[src/rtl/traceif_ctrl.sv]
// Lock supervisor and width scanner for the trace input interface.
// Steps through widths until sync is seen, holds lock, and recovers on silence.
module traceif_ctrl #(
  parameter int RSTCYCLES = 4,
  parameter int TIMEOUT   = 100000,
  parameter int LOSSTIME  = 1000000
) (
  input  logic       clk,
  input  logic       rstn,
  input  logic       enable,
  input  logic       autoWidth,
  input  logic [1:0] reqWidth,
  input  logic       rescan,
  input  logic       syncSeen,
  output logic [1:0] width,
  output logic       ifRst,
  output logic       locked,
  output logic       scanning,
  output logic       scanFail,
  output logic [7:0] lossCount
);

  localparam int MAXA = (TIMEOUT > LOSSTIME) ? TIMEOUT : LOSSTIME;
  localparam int MAXP = (MAXA > RSTCYCLES) ? MAXA : RSTCYCLES;
  localparam int CW   = $clog2(MAXP);

  localparam logic [CW-1:0] RST_LAST  = CW'(RSTCYCLES - 1);
  localparam logic [CW-1:0] TO_LAST   = CW'(TIMEOUT - 1);
  localparam logic [CW-1:0] LOSS_LAST = CW'(LOSSTIME - 1);

  typedef enum logic [1:0] {
    S_IDLE   = 2'd0,
    S_RESET  = 2'd1,
    S_WAIT   = 2'd2,
    S_LOCKED = 2'd3
  } state_t;

  state_t        state_q, state_d;
  logic [CW-1:0] cnt_q, cnt_d;
  logic [1:0]    width_q, width_d;
  logic          auto_q, auto_d;
  logic          fail_q, fail_d;
  logic [7:0]    loss_q, loss_d;
  logic          ifrst_q, locked_q, scanning_q;
  logic          enter;
  logic [1:0]    start_width;

  assign start_width = autoWidth ? 2'd3 : reqWidth;

  always_ff @(posedge clk or negedge rstn) begin
    if (!rstn) begin
      state_q    <= S_IDLE;
      cnt_q      <= '0;
      width_q    <= 2'd3;
      auto_q     <= 1'b1;
      fail_q     <= 1'b0;
      loss_q     <= 8'd0;
      ifrst_q    <= 1'b1;
      locked_q   <= 1'b0;
      scanning_q <= 1'b0;
    end else begin
      state_q    <= state_d;
      cnt_q      <= cnt_d;
      width_q    <= width_d;
      auto_q     <= auto_d;
      fail_q     <= fail_d;
      loss_q     <= loss_d;
      // Flags are registered from the next state so they never glitch.
      ifrst_q    <= (state_d == S_IDLE) || (state_d == S_RESET);
      locked_q   <= (state_d == S_LOCKED);
      scanning_q <= (state_d == S_RESET) || (state_d == S_WAIT);
    end
  end

  always_comb begin
    state_d = state_q;
    cnt_d   = cnt_q + CW'(1);
    width_d = width_q;
    auto_d  = auto_q;
    fail_d  = fail_q;
    loss_d  = loss_q;
    enter   = 1'b0;
    if (!enable) begin
      state_d = S_IDLE;
      enter   = 1'b1;
    end else if (rescan && (state_q != S_IDLE)) begin
      state_d = S_RESET;
      enter   = 1'b1;
      width_d = start_width;
      auto_d  = autoWidth;
    end else begin
      case (state_q)
        S_IDLE: begin
          state_d = S_RESET;
          enter   = 1'b1;
          width_d = start_width;
          auto_d  = autoWidth;
          fail_d  = 1'b0;
        end
        S_RESET: begin
          if (cnt_q == RST_LAST) begin
            state_d = S_WAIT;
            enter   = 1'b1;
          end
        end
        S_WAIT: begin
          if (syncSeen) begin
            state_d = S_LOCKED;
            enter   = 1'b1;
            fail_d  = 1'b0;
          end else if (cnt_q == TO_LAST) begin
            state_d = S_RESET;
            enter   = 1'b1;
            if (auto_q && (width_q > 2'd1)) begin
              width_d = width_q - 2'd1;
            end else begin
              // A whole pass failed; auto mode wraps back to the widest bus.
              fail_d = 1'b1;
              if (auto_q) width_d = 2'd3;
            end
          end
        end
        S_LOCKED: begin
          if (syncSeen) begin
            cnt_d = '0;
          end else if (cnt_q == LOSS_LAST) begin
            state_d = S_RESET;
            enter   = 1'b1;
            loss_d  = (loss_q == 8'hFF) ? loss_q : loss_q + 8'd1;
          end
        end
        default: begin
          state_d = S_IDLE;
          enter   = 1'b1;
        end
      endcase
    end
    if (enter) cnt_d = '0;
  end

  assign width     = width_q;
  assign ifRst     = ifrst_q;
  assign locked    = locked_q;
  assign scanning  = scanning_q;
  assign scanFail  = fail_q;
  assign lossCount = loss_q;

endmodule

[config.mk]
export PLATFORM = sky130hd
export DESIGN_NAME = traceif_ctrl
export DESIGN_NICKNAME = d
export VERILOG_FILES = /design/src/rtl/traceif_ctrl.sv
export SDC_FILE = /design/constraint.sdc
export NUM_CORES = 1
export LEC_CHECK = 0
export ABC_AREA = 0
export ABC_CLOCK_PERIOD_IN_PS = 4200
export BUFFER_PORTS_ARGS = -buffer_cell sky130_fd_sc_hd__buf_4
export CORE_MARGIN = 5
export CORE_UTILIZATION = 40
export DETAILED_ROUTE_END_ITERATION = 16
export PLACE_DENSITY = 0.63
export SYNTH_ARGS = -nofsm -noshare
export SYNTH_HDL_FRONTEND = slang
export SYNTH_SLANG_ARGS = --single-unit
export TNS_END_PERCENT = 30
[constraint.sdc]
create_clock -name clk -period 4.2 [get_ports clk]
set_clock_uncertainty 0.05 [all_clocks]
set_input_delay 0.21 -clock clk [delete_from_list [all_inputs] [get_ports clk]]
set_output_delay 0.21 -clock clk [all_outputs]
set_load 0.02 [all_outputs]
==> summary.md <==
| Metric | Value |
|---|---|
| Number of flops mapped to enable cells by yosys | `0` |
| Worst Path Class, Setup | `flop to flop` |
| Slew @ Worst Pin | `0.626 ns` |
| Vias in the first global route | `~1500` |
| Synth async-reset ratio | `100%` |
| CTS tree | `yes` |
| Ratio of cells with drive above 1 in the final layout | `between 15 and 20%` |
| Post-synth cell types | `47` |
| Clk_lat worst skew | `~0.28 ns` |
| ANT cells | `0` |
| RSZ-0062 raised after global routing | `no` |
| DRC | `0` |
| Period utilization | `a little under three fifths` |
| Most common cell after layout, fill and taps aside | `dfrtp_1` |
| Pwr Density | `~280 nW/um^2` |
| Minimum clock period | `2.36 ns` |
| Starting DRC count in detailed routing | `50` |
| Vias per cell | `~5.2` |
| Peak supply drop | `roughly 0.12 mV` |
| Leakage power | `1.01 nW` |
| Pwr Total | `~0.00066 W` |
| Syn Inst Count | `roughly 210` |
| Die height | `81.5 um` |
| Fin area | `about 2400 sq um` |
| Post-route insts no fill | `304` |
| Top FF cell, synth | `dfrtp_1` |
| Required @ worst endpoint | `4.36 ns` |
| Final slew viol count | `0` |
| Drt pass-1 iters | `4` |
| Register area share after synthesis | `roughly 46%` |
| Largest stage delay, worst path | `roughly 0.43 ns` |
| Initial Util | `between 40 and 50%` |
| Setup Viol. Count Final | `0` |
| Most frequent cells in the layout | `33 x dfrtp_1, 29 x nor2_1, 21 x buf_4` |
| Core Rows | `26` |
| Syn. warnings | `0` |
| Critical Path Start Type | `flop` |
| Routed Antenna Nets | `0` |
| CP Data Arrival Time | `~2.5 ns` |
| Placed cell count | `slightly below 300` |
| Worst Path Buf+Inv | `0` |
| RD Place Congestion | `roughly 0.8` |
| GRT overflow | `0` |
| Max transition margin | `between 50% and 60%` |
| Mapped cell area | `2050 sq um` |
| CTS root buf | `clkbuf_8` |
| Placed cell areas | `~2300 sq um` |
| Avg Cell Area, Syn | `9.79 sq um` |
| CTS Buf Count | `5` |
| H-tree levels | `2` |
| Area delta synth->final | `15.0%` |
| Max Cap Viol | `0` |
| Number of synthesized register bits | `37` |
| WL final | `between 4000 and 5000 um` |
| Initial antenna violation count | `0` |
| Wire per inst | `13.3 um` |
| CTS Buffer Depth | `2` |
| Global-route wire length before repair | `about 7000 um` |
| Final HPWL DP | `between 2000 and 3000 um` |
| Worst-path cell with the longest stage delay | `dfrtp_1` |
| Final TNS setup | `0 ns` |
| Die W | `a little over 80 um` |
| # IOs | `22` |
| Core Region | `around 5000 sq um` |
| Worst min path class | `input pin to flop` |
| Outcome | `completed` |
| Delay-heaviest family, CP | `simple AND/OR/NAND/NOR gates` |
| Via count | `between 1500 and 2000` |
| Largest net degree at the start of global routing | `38` |
| Nets | `roughly 250` |
| Sinks on the clock net | `37` |
| Final hold viol count | `0` |
| Synthesized net count | `223` |
| Full die area | `6640 sq um` |
| Kind of end point of the critical path | `flop` |
| CP Cell Sequence | `or2_1 > or4_4 > o31a_1 > a21boi_1 > o21a_1 > ha_1 > or2_2` |
| Maximum fanout along the worst path | `6` |
| Fmax | `424 MHz` |
| Reg clk slew, reported paths | `0.07 ns` |
| GRT Overall Usage | `a little over an eighth` |
| Number of port buffers | `21` |
## flip-flops by register name, summed over array words and instances (netlist names)
register   cells
auto_q         1
cnt_q         20
ifRst          1
locked         1
lossCount      8
scanFail       1
scanning       1
state_q        2
width          2
## what timing repair did
| action | 4_1_cts | 5_1_grt |
|---|---|---|
| setup buffers | 0 | 0 |
| endpoints found under the hold margin | 33 | 0 |
| gates resized for setup | 0 | 0 |
| hold buffers | 1 | 0 |
## kinds of logic after synthesis
kind of cell	share of synthesized area, %
AOI/OAI and AO/OA	5.38
DFF	45.5
adders and majority gates	3.67
xor gates and xnor gates	10.7
buffers and inverters	3.18
and+or+nand+nor	29.4
muxes	2.14
## final timing paths
| check | slack, ns | from | cells past startpoint | end |
|---|---|---|---|---|
| setup reg to reg | 1.84 | cnt_q[6] | 7 | ifRst |
| max in group asynchronous | 3.38 | rstn | 2 | ifRst |
| hold / removal | 0.13 | autoWidth | 2 | auto_q |
| min in group asynchronous | 0.38 | rstn | 2 | state_q[1] |
| setup / recovery | 1.84 | cnt_q[6] | 7 | ifRst |
| hold reg to reg | 0.44 | cnt_q[0] | 1 | cnt_q[0] |
## cell usage after synthesis, types with 2 or more instances
| library cell | instances | area (sq um) |
|---|---|---|
| dfstp_2 | 4 | 105 |
| ha_1 | 6 | 75.1 |
| buf_6 | 2 | 22.5 |
| nor3_1 | 12 | 60.1 |
| dfrtp_1 | 33 | 826 |
| nor4_2 | 2 | 25.0 |
| inv_1 | 7 | 26.3 |
| nor2_1 | 29 | 109 |
| nand4_2 | 2 | 25.0 |
| nand4_1 | 8 | 50.1 |
| xor2_1 | 18 | 158 |
| o21ai_0 | 4 | 20.0 |
| nor3b_1 | 2 | 15.0 |
| and3_1 | 2 | 12.5 |
| nand4b_1 | 2 | 17.5 |
| mux2_2 | 3 | 33.8 |
| nand3_1 | 15 | 75.1 |
| xnor2_1 | 7 | 61.3 |
| nor4_1 | 4 | 25.0 |
| nand2_1 | 19 | 71.3 |
| and2_1 | 2 | 12.5 |
## metal layers
| layer | part of all wire [%] | vias to the layer above | GRT usage (%) |
|---|---|---|---|
| li1 | - | 785 | - |
| met3 | 4.5 | 9 | 3.73 |
| met1 | 45 | 769 | 16.7 |
| met4 | 1.9 | 0 | 4.05 |
| met2 | 48 | 29 | 23.0 |
| met5 | 0 | - | 0 |
## layout make-up
type / instances / area [sq um]
repair buffers: 22 / 168
flip-flops and latches: 37 / 931
well taps: 70 / 87.6
inverters: 7 / 26.3
fillers: 500 / 2690
multi-input cells: 160 / 1050
clock buffers: 8 / 90.1
## stage by stage
| stage | util (%) | hold WS (ns) | setup WS, ns |
|---|---|---|---|
| after detailed placement | 44.7 | 0.155 | 1.83 |
| after global placement | 44.7 | 0.146 | 1.90 |
| after floorplan | - | -0.136 | 1.95 |
| after CTS | 46.7 | 0.123 | 1.82 |
| final | 46.7 | 0.133 | 1.84 |
| after global routing | 46.7 | 0.122 | 1.63 |
## report_power, final
| group | internal (W) | switching [W] | total [W] |
|---|---|---|---|
| Combinational | 0.0000178 | 0.0000267 | 0.0000446 |
| Clock | 0.000134 | 0.000116 | 0.000250 |
| Sequential | 0.000365 | 0.00000444 | 0.000369 |
No activity file was read; power rests on OpenSTA's default activity.
